`config.mk`:
```
export PLATFORM = sky130hd
export DESIGN_NAME = stream_fifo
export DESIGN_NICKNAME = d
export VERILOG_FILES = /design/src/rtl/stream_pkg.sv /design/src/rtl/fifo_wrap_ptr.sv /design/src/rtl/stream_fifo.sv
export SDC_FILE = /design/constraint.sdc
export NUM_CORES = 1
export LEC_CHECK = 0
export ABC_CLOCK_PERIOD_IN_PS = 3300
export CAP_MARGIN = 5
export CORE_AREA = 5 5 67 69
export DETAILED_ROUTE_END_ITERATION = 16
export DIE_AREA = 0 0 72 74
export PLACE_DENSITY = 0.87
export REMOVE_ABC_BUFFERS = 1
export SKIP_LAST_GASP = 1
export SYNTH_ARGS = -nofsm -noshare
export SYNTH_HDL_FRONTEND = slang
export SYNTH_SLANG_ARGS = --single-unit
export TNS_END_PERCENT = 20
```
`constraint.sdc`:
```
create_clock -name clk_i -period 3.3 [get_ports clk_i]
set_clock_uncertainty 0.2 [all_clocks]
set_input_delay 0.66 -clock clk_i [delete_from_list [all_inputs] [get_ports clk_i]]
set_output_delay 0.66 -clock clk_i [all_outputs]
set_load 0.05 [all_outputs]
```
`src/rtl/stream_pkg.sv`:
```
// Width helpers shared by the stream FIFO and its wrap-around pointers.
package stream_pkg;

  function automatic int cnt_width(input int n);
    return $clog2(n + 1);
  endfunction

  // A single-entry FIFO still needs a one-bit pointer to index its storage.
  function automatic int ptr_width(input int n);
    return (n > 1) ? $clog2(n) : 1;
  endfunction

endpackage

```
`src/rtl/fifo_wrap_ptr.sv`:
```
// Modulo-depth pointer: counts 0..depth-1 and wraps by explicit compare.
module fifo_wrap_ptr
  import stream_pkg::*;
#(
  parameter int depth = 4
) (
  input  logic                        clk_i,
  input  logic                        rst_i,
  input  logic                        clr_i,
  input  logic                        inc_i,
  output logic [ptr_width(depth)-1:0] ptr_o
);

  localparam int PW = ptr_width(depth);
  localparam logic [PW-1:0] LAST = PW'(depth - 1);

  logic [PW-1:0] r_ptr;

  always_ff @(posedge clk_i) begin
    if (rst_i || clr_i) begin
      r_ptr <= '0;
    end else if (inc_i) begin
      r_ptr <= (r_ptr == LAST) ? '0 : r_ptr + 1'b1;
    end
  end

  assign ptr_o = r_ptr;

endmodule

```
`src/rtl/stream_fifo.sv`:
```
// Single-clock valid/ready FIFO of arbitrary depth with optional fall-through,
// flush and fill-level reporting.
module stream_fifo
  import stream_pkg::*;
#(
  parameter int width        = 8,
  parameter int depth        = 4,
  parameter int fall_through = 0
) (
  input  logic                        clk_i,
  input  logic                        rst_i,
  input  logic                        flush_i,
  input  logic [width-1:0]            src_data_i,
  input  logic                        src_valid_i,
  output logic                        src_ready_o,
  output logic [width-1:0]            dst_data_o,
  output logic                        dst_valid_o,
  input  logic                        dst_ready_i,
  output logic [cnt_width(depth)-1:0] usage_o,
  output logic                        full_o,
  output logic                        empty_o
);

  localparam int CW = cnt_width(depth);
  localparam int PW = ptr_width(depth);

  logic [width-1:0] r_mem [depth];
  logic [CW-1:0]    r_usage;
  logic [PW-1:0]    w_rptr;
  logic [PW-1:0]    w_wptr;
  logic             w_full;
  logic             w_empty;
  logic             w_blocked;
  logic             w_bypass;
  logic             w_push;
  logic             w_pop;
  logic             w_write;
  logic             w_read;

  assign w_full    = (r_usage == CW'(depth));
  assign w_empty   = (r_usage == '0);
  assign w_blocked = flush_i || rst_i;

  // Ready looks only at the fill level, so a full FIFO refuses a push even
  // when the head is being popped in the same cycle.
  assign src_ready_o = !w_full && !w_blocked;
  assign w_bypass    = (fall_through != 0) && w_empty && src_valid_i && !w_blocked;
  assign dst_valid_o = (!w_empty && !w_blocked) || w_bypass;
  assign dst_data_o  = rst_i ? '0 : (w_bypass ? src_data_i : r_mem[w_rptr]);

  assign w_push  = src_valid_i && src_ready_o;
  assign w_pop   = dst_valid_o && dst_ready_i;
  // A bypassed item consumed in the same cycle never touches storage.
  assign w_write = w_push && !(w_bypass && dst_ready_i);
  assign w_read  = w_pop && !w_bypass;

  always_ff @(posedge clk_i) begin
    if (rst_i) begin
      for (int i = 0; i < depth; i++) begin
        r_mem[i] <= '0;
      end
    end else if (w_write) begin
      r_mem[w_wptr] <= src_data_i;
    end
  end

  always_ff @(posedge clk_i) begin
    if (rst_i || flush_i) begin
      r_usage <= '0;
    end else begin
      case ({w_write, w_read})
        2'b10:   r_usage <= r_usage + 1'b1;
        2'b01:   r_usage <= r_usage - 1'b1;
        default: r_usage <= r_usage;
      endcase
    end
  end

  fifo_wrap_ptr #(.depth(depth)) u_wptr (
    .clk_i (clk_i),
    .rst_i (rst_i),
    .clr_i (flush_i),
    .inc_i (w_write),
    .ptr_o (w_wptr)
  );

  fifo_wrap_ptr #(.depth(depth)) u_rptr (
    .clk_i (clk_i),
    .rst_i (rst_i),
    .clr_i (flush_i),
    .inc_i (w_read),
    .ptr_o (w_rptr)
  );

  assign usage_o = r_usage;
  assign full_o  = w_full;
  assign empty_o = w_empty;

  // A stalled output must hold its item until taken, flushed or reset.
  assert property (@(posedge clk_i) r_usage <= CW'(depth));
  assert property (@(posedge clk_i) !(w_read && w_empty));
  assert property (@(posedge clk_i)
    (dst_valid_o && !dst_ready_i) |=>
      (rst_i || flush_i || (dst_valid_o && $stable(dst_data_o))));

endmodule

```
==> run metrics, run 1 <==
Hold Vio Cnt, Final 0; Final Wtd Congestion 0.839; RSZ-0062 raised after global routing no; detailed placement HPWL 2.78 mm; synthesized area per cell between 10 and 15 um^2; Longest Clk Path Bufs 2; drt pass-1 iters 4; layout cells sized above 1 approximately a quarter; num ports 28; first-pass GRT wire length 6.24 mm; WL per Instance approximately 17 um; worst hold path depth 2; Worst Path Required around 2.4 ns; Critical Path Fanout Max 5; cts bufs inserted 5; ys flop type edfxtp_1; nets@finish approximately 190; ranking of synthesized cells by area edfxtp_1 49%, and2_1 10%, dfxtp_1 9.2%, mux4_2 9.2%, nor4b_4 2.4%; row count 23; drc violations 0; Post-CTS Hold Fix Bufs 0; antenna cells 0; Final Cycle Share between 80% and 90%; Routed WL 3.86 mm; CTS tree yes; Clock transition at path regs ~0.080 ns; Fmax 0.346 GHz; vias in the first global route 1308; via count 1214; hold crit path type flip-flop to flip-flop; gr usage total 16.1%; busiest layer in global routing met2; initial DRC count 72; critical setup path kind flip-flop to output pin; IO buf count 27; antenna violations before repair 0; Starting Density 50.5%; vias per inst 5.32; CP Launch Type flip-flop; Cell Pwr Density around 460 nW/um^2; die height 74 um; core area 3860 um^2; Synth top cells by count 32 x and2_1, 32 x edfxtp_1, 9 x dfxtp_1; Worst-Skew Late Latency 0.29 ns; endpoints failing setup 0; DRT antenna net count 0; CP Data Arrival Time 2.03 ns; Synth Register Bits 41; kind of end point of the critical path output pin; FFs w/ async S/R, synth 0%; max-cap violations 0; Mapped Cells 140; maximum VDD drop 240 uV; Clock Sinks 41; met1 GRT Util 17.5%; # placed instances 220; r2r worst-path depth 8; Die Area approximately 5300 um^2; share of Yosys cell area claimed by the top area cell type 49.3%; Yosys cell types 29; Post-Syn Area 1950 um^2; clock root buffer clkbuf_8; number of synthesized flops with an enable pin 32; largest area contributor in the netlist edfxtp_1; Setup TNS Final 0 ns; total gr overflow 0; Least-Margin Pin Slew 0.549 ns; GR Layer Usage met2 29.7%; LEAKAGE 0.932 nW; Synth warnings 0; CP max stage cell clkdlybuf4s50_1; post-CTS sizing 0; status finished, final reports clean; Post-CTS Setup Inserts 0; Final Critical Period about 2.9 ns; H-tree Lvls 2; Layout area overhead 30.9%; relative slew slack 63.4%; Final Max Tran Viols 0; die width 72 um; largest net degree at the start of global routing 14; fin cells roughly 230; crit-path cells or3_1, inv_1, clkdlybuf4s50_1; CP max stage delay 0.81 ns; sequential area share after synthesis 58.6%; GRT met3 Usage ~5.3%
==> path summary, 6_finish.rpt <==
kind | from | endpoint | slack (ns)
max | usage_o[1] | empty_o | 0.41
min reg2reg | u_rptr.ptr_o[1] | u_rptr.ptr_o[1] | 0.31
max reg2reg | usage_o[1] | usage_o[2] | 0.89
min | u_rptr.ptr_o[1] | u_rptr.ptr_o[1] | 0.31
==> layer usage <==
layer | vias up | wire [um]
met1 | 601 | 1590
met5 | - | 0
met4 | 0 | 41
met2 | 33 | 2040
li1 | 575 | -
met3 | 5 | 185
==> state kept, by name (all words and copies together) (netlist names), named ones only <==
name,cells
r_mem,32
usage_o,3
u_wptr.ptr_o,2
u_rptr.ptr_o,2
==> power by group <==
group          total (W)  internal [W]  leakage (nW)  switching, W
Combinational   0.000119     0.0000578         0.461     0.0000610
Sequential      0.000585      0.000576         0.403    0.00000840
Clock           0.000471      0.000300        0.0681      0.000170
==> worst max-delay path: cells and delay by family, from the launching register on <==
family / cells / cell delay (ns)
and+or+nand+nor: 1 / 0.46
buffers and inverters: 2 / 0.91
DFF: 1 / 0.38
==> kinds of logic after synthesis <==
logic type               synth area share [%]
AND/OR/NAND/NOR                          23.6
flip-flops                               58.6
buffers and inverters                    2.06
multiplexers                             9.76
AO/OA/AOI/OAI                            2.12
adder cells (fa/ha/maj)                  2.95
XOR/XNOR                                0.899
==> final cells by class <==
class                           instances  area [um^2]
Sequential cell                        41         1140
Tap cell                               50         62.6
Clock inverter                          3         65.1
Timing Repair Buffer                   34          423
Clock buffer                            5         68.8
Fill cell                             298         1310
Multi-Input combinational cell         89          767
Inverter                                6         22.5
==> metrics by stage <==
| step | hold slack, ns | total power (W) | setup WS, ns | util (%) | area (um^2) |
|---|---|---|---|---|---|
| final | 0.315 | 0.00117 | 0.414 | 66.1 | 2550 |
| after CTS | 0.313 | 0.00118 | 0.395 | 66.1 | 2550 |
| after detailed placement | 0.306 | 0.000717 | 0.162 | 62.7 | 2420 |
| after global routing | 0.336 | 0.00121 | 0.308 | 66.1 | 2550 |
| after floorplan | 0.263 | 0.000652 | 0.0816 | - | 1930 |
| after global placement | 0.287 | 0.000711 | 0.264 | 62.7 | 2420 |
==> cells in the final DEF (no fill, tap or decap), types with 2 or more instances in the layout <==
cell type	Yosys	layout
bufinv_16	0	2
xor2_1	2	2
or3_1	2	2
and2_1	32	32
dfxtp_1	9	9
buf_4	0	7
inv_1	6	6
nand2_1	4	4
or2_2	4	4
mux4_2	8	8
nor4b_4	2	2
buf_12	0	10
clkdlybuf4s50_1	0	17
nor2_1	7	7
a21oi_1	2	2
nor2b_1	7	7
nand4_1	2	2
edfxtp_1	32	32
ha_1	3	3
o21ai_0	3	3
clkbuf_8	0	5
(Power assumes the default switching activity.)
==> run 2: changes to the inputs <==
--- a/config.mk
+++ b/config.mk
@@ -16,4 +16,4 @@
 export SYNTH_ARGS = -nofsm -noshare
 export SYNTH_HDL_FRONTEND = slang
 export SYNTH_SLANG_ARGS = --single-unit
-export TNS_END_PERCENT = 20
+export TNS_END_PERCENT = 1
==> results of run 2 <==
No change in the layout: final DEF, timing and power equal those of run 1.
==> run 3: changes to the inputs <==
--- a/config.mk
+++ b/config.mk
@@ -11,6 +11,7 @@
 export DETAILED_ROUTE_END_ITERATION = 16
 export DIE_AREA = 0 0 72 74
 export PLACE_DENSITY = 0.87
+export RECOVER_POWER = 25
 export REMOVE_ABC_BUFFERS = 1
 export SKIP_LAST_GASP = 1
 export SYNTH_ARGS = -nofsm -noshare
==> run 3 against run 2 <==
  * Clock power barely moved
  * Utilization fell by 0.65 points
  * Sequential power barely moved
  * Register-to-register slack barely moved
  * Setup slack got worse by 0.13 ns
  * Critical endpoint is now usage_o[2]
==> run metrics, run 3 (same netlist as run 1, synthesis figures left out) <==
Reg2Reg Setup Slack 0.89 ns; via count between 1000 and 1500; total gr overflow 0; status finished, final reports clean; CP max stage cell dlygate4sd3_1; IO buf count 27; Post-CTS Hold Fix Bufs 0; Layout area overhead 29.6%; CP Data Arrival Time just over 3 ns; critical setup path kind input pin to flip-flop; drt pass-1 iters 4; Post-CTS Setup Inserts 0; Routed WL 3.89 mm; vias in the first global route 1308; Starting Density between 50 and 60%; max-cap violations 0; clock root buffer clkbuf_8; kind of end point of the critical path flip-flop; crit-path cells dlygate4sd3_1, or3b_1, nor2_2, inv_1, ha_1, inv_1, fa_1, xor2_1, or3_1, a21oi_1; Fmax roughly 0.33 GHz; r2r worst-path depth 8; Longest Clk Path Bufs 2; DRT antenna net count 0; Setup TNS Final 0 ns; Worst Path Required 3.32 ns; endpoints failing setup 0; hold crit path type flip-flop to flip-flop; CTS tree yes; cts bufs inserted 5; post-CTS sizing 0; LEAKAGE 0.914 nW; Die Area 5330 um^2; antenna cells 0; H-tree Lvls 2; Min Hold Slack between 0.3 and 0.4 ns; CP max stage delay 0.63 ns; core area 3860 um^2; post-route total power 0.00117 W; Critical path origin rst_i; WL per Instance 17.1 um; commonest non-fill, non-tap cell in the layout edfxtp_1; Final Critical Period ~3.0 ns; nets@finish slightly below 200; Crit Reg-Reg Endpoint usage_o[2]; Layout fillers 301; largest net degree at the start of global routing 14; Hold Vio Cnt, Final 0; initial DRC count 81; reg-to-reg critical path startpoint usage_o[1]; Final Max Tran Viols 0; RSZ-0062 raised after global routing no; Clock transition at path regs 0.08 ns; Final Wtd Congestion 0.839; die width 72 um; Clock Sinks between 40 and 50; gr usage total 16.1%; antenna violations before repair 0; crit-path most repeated cell inv_1; die height 74 um; row count 23; layout cells sized above 1 22.5%; commonest cells after routing, fill and taps aside 32 x edfxtp_1, 25 x and2_1, 16 x clkdlybuf4s50_1, 10 x buf_12, 9 x dfxtp_1; Final Cycle Share 91.5%; num ports 28; first-pass GRT wire length ~6.2 mm; vias per inst approximately 5.4; CP Launch Type input pin; maximum VDD drop 237 uV; drc violations 0; Critical Path Fanout Max 5; Top reg by flops r_mem; Least-Margin Pin Slew 0.551 ns; Critical Path Sink usage_o[2]; Worst-Skew Late Latency 0.29 ns; Cell Pwr Density 463 nW/um^2; max reg flops 32; relative slew slack a little over three fifths; detailed placement HPWL 2.78 mm
==> run 3: layout make-up <==
type | count | area (um^2) | share of cell area, %
Sequential cell | 41 | 1140 | 45.2
Inverter | 6 | 22.5 | 0.892
Multi-Input combinational cell | 89 | 749 | 29.7
Tap cell | 50 | 62.6 | 2.48
Clock inverter | 3 | 65.1 | 2.58
Timing Repair Buffer | 34 | 415 | 16.5
Clock buffer | 5 | 68.8 | 2.73
==> run 3: worst min path at each step <==
stage / startpoint / to / slack (ns) / depth (start not counted)
final: u_rptr.ptr_o[1] / u_rptr.ptr_o[1] / 0.31 / 2
after global routing: u_rptr.ptr_o[1] / u_rptr.ptr_o[1] / 0.34 / 2
after CTS: u_rptr.ptr_o[1] / u_rptr.ptr_o[1] / 0.31 / 2
after detailed placement: u_rptr.ptr_o[1] / flip-flop / 0.31 / 2
after global placement: u_rptr.ptr_o[1] / u_rptr.ptr_o[1] / 0.29 / 2
after floorplan: u_rptr.ptr_o[1] / flip-flop / 0.26 / 2
==> run 3: worst max-delay path, delay by kind of cell <==
family	cells	cell delay (ns)
AOI/OAI and AO/OA	1	0.14
buffers and inverters	3	0.76
and+or+nand+nor	3	1.01
xor gates and xnor gates	1	0.08
adders and majority gates	2	0.40
==> run 3: per-layer routing <==
metal | vias up | global-route usage, % | share of wire (%)
met5 | - | 0 | 0
met4 | 0 | 5.22 | 1.7
met3 | 7 | 5.27 | 5.3
met2 | 41 | 29.7 | 51
met1 | 602 | 17.5 | 42
li1 | 572 | - | -
==> run 3: power breakdown <==
group          switching (W)  internal, W  leakage, nW
sequential        0.00000810     0.000576        0.403
combinational      0.0000607    0.0000555        0.444
clock               0.000169     0.000300       0.0681
total               0.000238     0.000932        0.914
==> run 3: per-stage QoR <==
step	cell area [um^2]	util [%]	instances	worst slack (ns)
5_1_grt	2520	65.5	228	0.200
3_3_place_gp	2420	62.7	220	0.264
4_1_cts	2550	66.1	228	0.395
6_report	2520	65.5	228	0.281
2_1_floorplan	1930	-	136	0.0816
3_5_place_dp	2420	62.7	220	0.162
